--- src/rtl/parity_fifo.sv ---
// parity_fifo: parity-checked FIFO between the upstream filter stage and a
// ready/valid consumer. Words whose parity bit disagrees with the data are
// dropped and counted. Good words that arrive while the FIFO is full, with no
// pop that cycle, are dropped and latch a sticky overflow flag.
module parity_fifo #(
  parameter int WIDTH = 16,
  parameter int DEPTH = 8
) (
  input  logic                     clk,
  input  logic                     rst,
  input  logic [WIDTH-1:0]         in_data,
  input  logic                     in_valid,
  input  logic                     in_parity,
  output logic [WIDTH-1:0]         out_data,
  output logic                     out_valid,
  input  logic                     out_ready,
  output logic [$clog2(DEPTH):0]   level,
  output logic [7:0]               err_count,
  output logic                     overflow,
  input  logic                     err_clr
);

  localparam int AW = $clog2(DEPTH);
  localparam int LW = AW + 1;
  localparam logic [LW-1:0] FULL_LEVEL = LW'(DEPTH);
  localparam logic [AW-1:0] PTR_ONE    = AW'(1);
  localparam logic [LW-1:0] LEVEL_ONE  = LW'(1);

  logic [WIDTH-1:0] mem [DEPTH];
  logic [AW-1:0]    wr_ptr;
  logic [AW-1:0]    rd_ptr;

  logic word_good;
  logic word_bad;
  logic pop;
  logic push;
  logic drop;

  // Classify the incoming word and decide whether this cycle pushes, pops or drops.
  // A pop in the same cycle frees a slot, so a full FIFO can still accept a word.
  always_comb begin
    word_good = (in_parity == ^in_data);
    word_bad  = in_valid & ~word_good;
    pop       = out_valid & out_ready;
    push      = in_valid & word_good & ((level < FULL_LEVEL) | pop);
    drop      = in_valid & word_good & ~push;
  end

  // The head is visible whenever anything is stored; idle output reads as zero.
  assign out_valid = (level != '0);
  assign out_data  = out_valid ? mem[rd_ptr] : '0;

  // Storage array carries no reset; stale entries are never visible because
  // out_data is gated by the level count.
  always_ff @(posedge clk) begin
    if (push) begin
      mem[wr_ptr] <= in_data;
    end
  end

  // Pointers and entry count; DEPTH is a power of two so pointers wrap naturally.
  always_ff @(posedge clk or negedge rst) begin
    if (!rst) begin
      wr_ptr <= '0;
      rd_ptr <= '0;
      level  <= '0;
    end else begin
      if (push) begin
        wr_ptr <= wr_ptr + PTR_ONE;
      end
      if (pop) begin
        rd_ptr <= rd_ptr + PTR_ONE;
      end
      if (push && !pop) begin
        level <= level + LEVEL_ONE;
      end else if (pop && !push) begin
        level <= level - LEVEL_ONE;
      end
    end
  end

  // Saturating parity-error counter; a clear still counts a bad word arriving that cycle.
  always_ff @(posedge clk or negedge rst) begin
    if (!rst) begin
      err_count <= '0;
    end else if (err_clr) begin
      err_count <= {7'd0, word_bad};
    end else if (word_bad && (err_count != 8'hFF)) begin
      err_count <= err_count + 8'd1;
    end
  end

  // Sticky overflow flag; a clear still records a drop happening that cycle.
  always_ff @(posedge clk or negedge rst) begin
    if (!rst) begin
      overflow <= 1'b0;
    end else if (err_clr) begin
      overflow <= drop;
    end else if (drop) begin
      overflow <= 1'b1;
    end
  end

endmodule

--- config.mk ---
export PLATFORM = sky130hd
export DESIGN_NAME = parity_fifo
export DESIGN_NICKNAME = d
export VERILOG_FILES = /design/src/rtl/parity_fifo.sv
export SDC_FILE = /design/constraint.sdc
export NUM_CORES = 1
export LEC_CHECK = 0
export BUFFER_PORTS_ARGS = -buffer_cell sky130_fd_sc_hd__buf_2
export CORE_UTILIZATION = 62
export CTS_BUF_LIST = sky130_fd_sc_hd__clkbuf_4 sky130_fd_sc_hd__clkbuf_8
export DETAILED_ROUTE_END_ITERATION = 16
export GPL_ROUTABILITY_DRIVEN = 0
export PLACE_DENSITY = 0.82
export SLEW_MARGIN = 0
export SYNTH_ARGS = -nofsm -noshare
export SYNTH_HDL_FRONTEND = slang
export SYNTH_SLANG_ARGS = --single-unit
--- constraint.sdc ---
create_clock -name clk -period 3.6 [get_ports clk]
set_input_delay 0.18 -clock clk [delete_from_list [all_inputs] [get_ports clk]]
set_output_delay 0.18 -clock clk [all_outputs]
set_load 0.01 [all_outputs]
; ---- Yosys cells after proc, flatten, opt, wreduce, memory -nomap -nowiden
; Memories as Yosys holds them, arrays and structs flattened.
; Index checks and enable logic that the tools add are counted.
; Widths: inputs -> output; s select.
[totals]
ff_bits = 19
ram_bits = 128
input_bits = 22
wordCells = 41
n_memories = 1
[classes]
add_sub_neg = 5
magnitude_cmp = 1
eq_ne = 2
mux = 9
n_bitwise = 8
n_reduce_logical = 10
[mem_list]
columns = memory, words, width, rd, rd_ports_with_merged_regs, write_ports, line
row1 = mem, 8, 16, 1, 0, 1, 29  ; logic [WIDTH-1:0] mem [DEPTH];
[ops]
columns = op, n
row1 = $mux 16, 1
row2 = $mux 8, 2
row3 = $reduce_xor 16->1, 1
row4 = $add 8x1->8 const B, 1
row5 = $mux 4, 2
row6 = $ne 8x8->1 const B, 1
row7 = $add 3x1->3 const B, 2
row8 = $reduce_bool 2->1, 3
row9 = $and 1x1->1, 5
row10 = $add 4x1->4 const B, 1
row11 = $lt 4x4->1 const B, 1
row12 = $mux 1, 4
row13 = $reduce_bool 4->1, 1
row14 = $sub 4x1->4 const B, 1
row15 = $logic_and 1x1->1, 3
row16 = $logic_not 1->1, 2
row17 = $not 1->1, 2
row18 = $eq 1x1->1, 1
row19 = $or 1x1->1, 1

; ---- Longest topological paths before layout
; Gate-level depths: netlist of the first run.
[logic_depth]
depth_word = 8
ltp_mapped = 13
ltp_nobuf = 12

; ---- Worst setup path before layout of the first run
; OpenSTA, ideal clock, no wires.
[synth_timing]
kind = input -> register
from = input in_data[4]
to = register level[3]
arrival_ns = 2.669
required_ns = 3.470
path_slack_ns = 0.801
cell_stages = 13
path_buffers = 1
path_cell_list = xor2_1 -> xnor3_1 -> xnor3_2 -> and3_2 -> buf_2 -> ha_1 -> inv_1 -> ha_1 -> a21o_1 -> a21oi_1 -> xnor2_1 -> nor2_1 -> xor2_1
[synth_between]
elab_chain_cells = 7
elab_cells_between_ends = 9
[synth_lines]
columns = element, line
row1 = start: declaration, 11  ; input logic [WIDTH-1:0] in_data,
row2 = $reduce_xor 16->1 (*), 42  ; word_good = (in_parity == ^in_data);
row3 = $eq 1x1->1 (*), 42
row4 = $and 1x1->1 (*) (2 in series), 45  ; push = in_valid & word_good & ((level < FULL_LEVEL) | pop);
row5 = named net push, 36  ; logic push;
row6 = $logic_not 1->1, 76  ; end else if (pop && !push) begin
row7 = $logic_and 1x1->1, 76
row8 = $reduce_bool 2->1 (no line), -
row9 = end signal: assignment, 75  ; level <= level + LEVEL_ONE;
row10 = end signal: assignment, 77  ; level <= level - LEVEL_ONE;
row11 = end: declaration, 17  ; output logic [$clog2(DEPTH):0] level,
; The timed path passes the listed nets; every way through them passes the cells marked *.
; A chain may end at the register's enable or synchronous reset.

; ---- Worst setup path in the final report of the first run
[layout_timing]
from = input in_data[4]
to = register level[3]
[layout_between]
elab_chain_cells = 7
elab_cells_between_ends = 9
[layout_lines]
columns = element, line
row1 = $reduce_xor 16->1 (*), 42
row2 = $eq 1x1->1 (*), 42
row3 = $and 1x1->1 (*) (2 in series), 45
row4 = $logic_not 1->1, 76
row5 = $logic_and 1x1->1, 76
row6 = $reduce_bool 2->1 (no line), -
; Mark *: on every way between the ends. The rest lies on a longest branch, timed or not.

==> run summary, run 1 <==
status = finished, final reports clean
total power = 5.35 mW
Crit. End Element = flip-flop
clock sinks = 147
die span in x = 101 um
n_diodes = 0
critical path class = in -> reg
worst min-delay path startpoint = in_data[8]
Syn Nets = 349
Placeable Area = 9420 sq um
Async SR Flop Fraction = 12.9%
Gate Count Post-Synth = 320
Cell Rows = 35
vias in the first global route = 3274
Post-DRT Antenna Nets = 0
First-pass DRT Iterations = 5
H-Tree Depth = 4
Reg2Reg Depth = 11
die area = 10300 sq um
final setup violation count = 0
DP Wirelength = 6970 um
Hold Fails Final Rpt = 0
final period utilization = 79.0%
final cell count without fillers = 534
hold path cells = 1
initial antenna violation count = 0
GRT overflow = 0
RSZ-0062 raised after global routing = no
Synth Flop Type = edfxtp_1
worst vdd ir = 0.512 mV
CP Launch Type = input port
Mapped Avg Cell Area = 19.1 sq um
Crit path required time = 3.90 ns
WHS Endpoint = mem[4][8]$_DFFE_PP_
Hold WC Path Type = in -> reg
fin. max-slew vios = 0
Worst-Margin Slew = 1.16 ns
CP Max Fanout = 16
CTS tree = done
PostCTS Resize Cnt = 0
Starting Density = 65.0%
Layout area overhead = 15.1%
maximum clock path buffer count = 2
R2R Setup Slk = 1.13 ns
Port Buffers = 51
number of synthesized flops with an enable pin = 128
Mapped Area = 6120 sq um
r2r startpoint = level[0]$_DFFE_PN0P_
setup TNS = 0 ns
max cap viols = 0
clk_skew = 0.0115 ns
I/O pin total = 52
CTS clk-pin slew, worst paths = 0.09 ns
Slew HR = 22.8%
layout cell share with drive strength beyond 1 = 34.6%
Clock Latency Late Sink = 0.43 ns
LEAKAGE = 2.56 nW
die height = 101 um
Total GRT Usage = 23.8%
most frequent cells in the layout = edfxtp_1, buf_2, mux4_2
power per cell area = 760 nW/um^2
crit path DAT = 3.15 ns
DR vias/cell = 5.95
DR WL/cell = 20.4 um
vias = 3175
register area share after synthesis = 70.6%
largest net degree at the start of global routing = 20
minimum clock period after layout = 2.84 ns
DRT Wirelength = 10900 um
most common cell after layout, fill and taps aside = edfxtp_1
synthesis warning total = 0
synth unique cells = 42
CTS Buf Count = 17
Achievable Freq = 0.352 GHz
root buf cell = clkbuf_8
drt drc = 0
placed insts = 501
initial DRC count = 148
fin nets = 421
global-route wire length before repair = 17200 um
RR Endpoint = level[3]$_DFFE_PN0P_
Yosys reg bits = 147
==> cell usage after synthesis, drive strengths merged (5+ instances only) <==
master | instances | area [sq um]
buf | 7 | 32.5
edfxtp | 128 | 3840
ha | 6 | 75.1
mux4 | 32 | 721
and3 | 5 | 32.5
xnor2 | 13 | 114
clkbuf | 7 | 36.3
a21oi | 5 | 25.0
mux2 | 5 | 56.3
mux2i | 17 | 170
nand3 | 6 | 30.0
dfrtp | 19 | 475
nor2 | 21 | 78.8
==> per-stage QoR <==
stage               utilization, %  instance area, sq um  worst slack, ns  hold WS (ns)
floorplan                        -                  6120            0.801        -0.116
global placement              70.0                  6590            0.477         0.146
detailed placement            70.0                  6590            0.316         0.147
CTS                           74.8                  7040            0.768        0.0176
global route                  74.8                  7040            0.589        0.0221
finish                        74.8                  7040            0.757        0.0272
==> critical path, cell delays in order <==
cell	delay [ns]
buf_2	0.17
xor2_1	0.23
xnor3_1	0.45
xnor3_2	0.51
and3_2	0.32
ha_1	0.23
inv_1	0.12
ha_1	0.24
a21o_1	0.18
a21oi_1	0.17
xnor2_1	0.14
nor2_1	0.07
xor2_1	0.14
==> cells by family (layout without fill, tap and decap cells) <==
group	after synthesis	in the layout	synth area share (%)
compound gates	13	13	1.31
xor+xnor	20	20	3.78
fa+ha+maj	7	7	1.55
buf+inv	17	102	1.31
flops	147	147	70.6
mux	54	54	15.5
simple gates	62	62	5.99
==> flip-flops by register name (all words and copies together), names as in the netlist <==
register and count:
err_count 8, wr_ptr 3, mem 128, level 4, overflow 1, rd_ptr 3
==> worst max path at each step <==
| stage | start | end | slack [ns] | cells after the start |
|---|---|---|---|---|
| after floorplan | in_data[4] | level[3]$_DFFE_PN0P_ | 0.80 | 13 |
| after global placement | in_data[4] | level[3]$_DFFE_PN0P_ | 0.48 | 13 |
| after detailed placement | in_data[4] | level[3]$_DFFE_PN0P_ | 0.32 | 13 |
| after CTS | in_data[4] | level[3]$_DFFE_PN0P_ | 0.77 | 13 |
| after global routing | in_data[4] | level[3]$_DFFE_PN0P_ | 0.59 | 13 |
| final | in_data[4] | level[3]$_DFFE_PN0P_ | 0.76 | 13 |
==> cell type report <==
type | instances | area, sq um
Multi-Input combinational cell | 156 | 1730
Tap cell | 129 | 161
Clock inverter | 12 | 181
Fill cell | 555 | 2370
Inverter | 3 | 11.3
Sequential cell | 147 | 4320
Timing Repair Buffer | 67 | 378
Clock buffer | 20 | 263
==> power breakdown <==
| part | internal [mW] | switching (mW) | leakage (nW) |
|---|---|---|---|
| Combinational | 0.857 | 0.763 | 0.952 |
| Sequential | 2.07 | 0.273 | 1.40 |
| Clock | 0.792 | 0.601 | 0.212 |
| Total | 3.72 | 1.64 | 2.56 |
==> timing repair <==
action	in CTS	in global routing
endpoints found under the hold margin	19	0
hold buffers	1	0
setup buffers	0	0
endpoints found under the setup margin	0	0
==> routing by layer <==
layer / track usage, % / wire length (um) / share of wire [%] / vias up
met3: 5.73 / 562 / 5.2 / 19
met2: 39.0 / 5580 / 51 / 106
li1: - / - / - / 1431
met4: 10.6 / 206 / 1.9 / 0
met1: 30.7 / 4570 / 42 / 1619
met5: 0 / 0 / 0 / -
(Power assumes the default switching activity.)
==> run 2, diff against run 1 <==
- ABC_AREA: unset -> 1
- clock period: 3.6 -> 2.9 ns (I/O delays scaled with it)
==> run 2 against run 1 <==
Clock-buffer cell count increased by 1. Sequential share of layout area decreased by 2.2 points. Global-route usage increased by 4.4 points. Combinational power increased by 52%. Final area increased by 3.7%.
==> run summary, run 2 <==
Layout area overhead = 14.7% (was 15.1%)
DR WL/cell = 17.4 um (was 20.4 um)
fillers = 670 (was 555)
placed cell area = 6930 sq um (was 6590 sq um)
Crit. End Element = flip-flop (unchanged)
most frequent cells in the layout = edfxtp_1, nor2_1, nand2_1 (was edfxtp_1, buf_2, mux4_2)
fin. max-slew vios = 0 (unchanged)
RR Endpoint = level[3]$_DFFE_PN0P_ (unchanged)
DP Wirelength = 8660 um (was 6970 um)
CTS Buf Count = 17 (unchanged)
global-route wire length before repair = 21500 um (was 17200 um)
synth unique cells = 30 (was 42)
H-Tree Depth = 4 (unchanged)
placed insts = 764 (was 501)
postcts setup bufs = 0 (unchanged)
GRT overflow = 0 (unchanged)
CTS clk-pin slew, worst paths = 0.08 ns (was 0.09 ns)
clock sinks = 147 (unchanged)
r2r startpoint = level[0]$_DFFE_PN0P_ (unchanged)
top cells by count, synth = edfxtp_1, nor2_1, nand2_1 (was edfxtp_1, mux4_2, nor2_1)
WHS Endpoint = mem[3][2]$_DFFE_PP_ (was mem[4][8]$_DFFE_PP_)
Non-Filler Cell Area, Final = 7300 sq um (was 7040 sq um)
Worst-Margin Slew = 0.663 ns (was 1.16 ns)
final setup violation count = 0 (unchanged)
vias = 4578 (was 3175)
die span in x = 103 um (was 101 um)
worst vdd ir = 0.613 mV (was 0.512 mV)
Crit path required time = 3.22 ns (was 3.90 ns)
Gate Count Post-Synth = 579 (was 320)
number of synthesized flops with an enable pin = 128 (unchanged)
worst min-delay path startpoint = in_data[2] (was in_data[8])
Reg2Reg Depth = 15 (was 11)
Starting Density = 64.5% (was 65.0%)
DR vias/cell = 5.75 (was 5.95)
max reg flops = 128 (unchanged)
post-synthesis adder-cell area fraction = 1.49% (was 1.55%)
share of the synthesized area in the top cell type = 60.4% (was 62.8%)
main combinational cell family by area after synthesis = simple AND/OR/NAND/NOR gates (was multiplexers)
synthesis warning total = 0 (unchanged)
status = finished, final reports clean (unchanged)
initial antenna violation count = 0 (unchanged)
drt drc = 0 (unchanged)
n_diodes = 0 (unchanged)
Cell Rows = 36 (was 35)
DRT Wirelength = 13900 um (was 10900 um)
Synth Flop Type = edfxtp_1 (unchanged)
crit path DAT = 2.99 ns (was 3.15 ns)
post-route worst setup slack = 0.236 ns (was 0.757 ns)
Total GRT Usage = 28.2% (was 23.8%)
area occupied by multi-input gates = 1870 sq um (was 1730 sq um)
CP Max Fanout = 10 (was 16)
Placement Setup Slack = 0.229 ns (was 0.316 ns)
mux cell area share after synthesis = 0% (was 15.5%)
hold path cells = 1 (unchanged)
Slew HR = 55.7% (was 22.8%)
Mapped Area = 6370 sq um (was 6120 sq um)
die area = 10700 sq um (was 10300 sq um)
final period utilization = 91.9%
I/O pin total = 52 (unchanged)
Achievable Freq = 0.375 GHz
largest cells by area after synthesis = edfxtp_1, dfrtp_1, o21ai_0 (was edfxtp_1, mux4_2, dfrtp_1)
most frequent cell after synthesis = edfxtp_1 (unchanged)
critical path class = in -> reg (unchanged)
Reg area = 4320 sq um (unchanged)
simple-gate share of the synthesized area = 14.8% (was 5.99%)
Yosys top cell by area = edfxtp_1 (unchanged)
Port Buffers = 51 (unchanged)
Clock Latency Late Sink = 0.44 ns (was 0.43 ns)
R2R Setup Slk = 0.34 ns (was 1.13 ns)
Most flops, register = mem (unchanged)
initial DRC count = 312 (was 148)
Core Util, Final = 74.0% (was 74.8%)
Post-DRT Antenna Nets = 0 (unchanged)
setup TNS = 0 ns (unchanged)
biggest regs = mem x128, err_count x8, level x4 (unchanged)
Mapped Avg Cell Area = 11.0 sq um (was 19.1 sq um)
clk_skew = 0.0121 ns (was 0.0115 ns)
die height = 103 um (was 101 um)
Syn Nets = 608 (was 349)
Async SR Flop Fraction = 12.9% (unchanged)
CTS tree = done (unchanged)
RSZ-0062 raised after global routing = no (unchanged)
Hold WC Path Type = in -> reg (unchanged)
First-pass DRT Iterations = 5 (unchanged)
layout cell share with drive strength beyond 1 = 19.3% (was 34.6%)
most common cell after layout, fill and taps aside = edfxtp_1 (unchanged)
CP Launch Type = input port (unchanged)
root buf cell = clkbuf_8 (unchanged)
minimum clock period after layout = 2.66 ns
max cap viols = 0 (unchanged)
fin nets = 683 (was 421)
compound-gate portion of the synthesized area = 10.4% (was 1.31%)
register area share after synthesis = 67.8% (was 70.6%)
LEAKAGE = 2.84 nW (was 2.56 nW)
maximum clock path buffer count = 2 (unchanged)
largest net degree at the start of global routing = 41 (was 20)
Placeable Area = 9860 sq um (was 9420 sq um)
Hold Fails Final Rpt = 0 (unchanged)
power per cell area = 887 nW/um^2 (was 760 nW/um^2)
Synth Area in XOR/XNOR = 1.93% (was 3.78%)
final cell count without fillers = 796 (was 534)
vias in the first global route = 4324 (was 3274)
Yosys reg bits = 147 (unchanged)
==> run 2: changes by cell type after synthesis, moves of 7 or more <==
| cell | change |
|---|---|
| nand2_1 | +86 |
| nor2_1 | +86 |
| o21ai_0 | +80 |
| mux4_2 | -32 |
| inv_1 | +27 |
| clkbuf_1 | +17 |
| mux2i_1 | -17 |
| a31oi_1 | +16 |
| o22ai_1 | +16 |
| nor3_1 | +10 |
| xnor2_1 | -7 |
==> run 2: per-stage QoR <==
| stage | hold slack (ns) | total power, mW |
|---|---|---|
| after detailed placement | 0.109 | 5.11 |
| after global routing | 0.0217 | 6.89 |
| after floorplan | -0.151 | 4.22 |
| after CTS | 0.00432 | 6.48 |
| final | 0.0365 | 6.47 |
| after global placement | 0.113 | 5.01 |
==> run 2: area by class of cell <==
class,count,area share (%)
sequential,147,59.2
timing repair buffer,82,6.85
inverter,32,1.64
clock buffer,21,3.62
multi-input combinational,374,25.6
clock inverter,7,0.874
tap,133,2.28
==> run 2: timing repair <==
action | CTS | global route
hold buffers | 4 | 0
endpoints found under the setup margin | 0 | 1
hold endpoints to repair | 39 | 0
resized for setup | 0 | 4
==> run 2: power breakdown <==
group          internal, mW  total (mW)  switching, mW  leakage [nW]
clock network         0.689        1.38          0.688         0.178
logic                 0.874        2.47           1.60          1.27
registers              2.50        2.62          0.122          1.40
==> run 2: cell families (layout without fill, tap and decap cells) <==
group                    Yosys count  count (layout)
AND/OR/NAND/NOR                  230             230
adder cells (fa/ha/maj)            7               7
flip-flops                       147             147
buffers and inverters             58             142
AO/OA/AOI/OAI                    123             123
XOR/XNOR                          14              14
==> run 2: worst max-delay path, cell delays in order <==
cell and delay, ns:
dlygate4sd3_1 0.54, buf_4 0.17, inv_1 0.06, nand2_1 0.05, nand2_1 0.10, inv_1 0.06, nand2_1 0.05, nand2_1 0.06
nand2_1 0.08, nand2_2 0.08, inv_1 0.07, nand2_2 0.08, nand2_2 0.10, nand3_4 0.06, inv_1 0.08, ha_2 0.19
inv_1 0.09, ha_1 0.28, a21o_1 0.19, a21oi_2 0.14, nand2_1 0.07, nand2_1 0.06, nor2_1 0.04, xor2_1 0.14
==> run 2: metal layers <==
layer	global-route usage, %	wire [um]	up-vias
met2	47.3	6940	198
met3	5.24	1030	23
met1	36.7	5680	2190
li1	-	-	2167
met5	0	0	-
met4	11.5	228	0
==> run 2: worst max-delay path by stage <==
stage,to,cells past startpoint,start
6_report,level[3]$_DFFE_PN0P_,24,in_data[7]
3_5_place_dp,level[3]$_DFFE_PN0P_,22,in_data[11]
4_1_cts,level[3]$_DFFE_PN0P_,23,in_data[7]
2_1_floorplan,mem[6][0]$_DFFE_PP_,7,level[0]$_DFFE_PN0P_
3_3_place_gp,level[3]$_DFFE_PN0P_,22,in_data[11]
5_1_grt,level[3]$_DFFE_PN0P_,23,in_data[0]
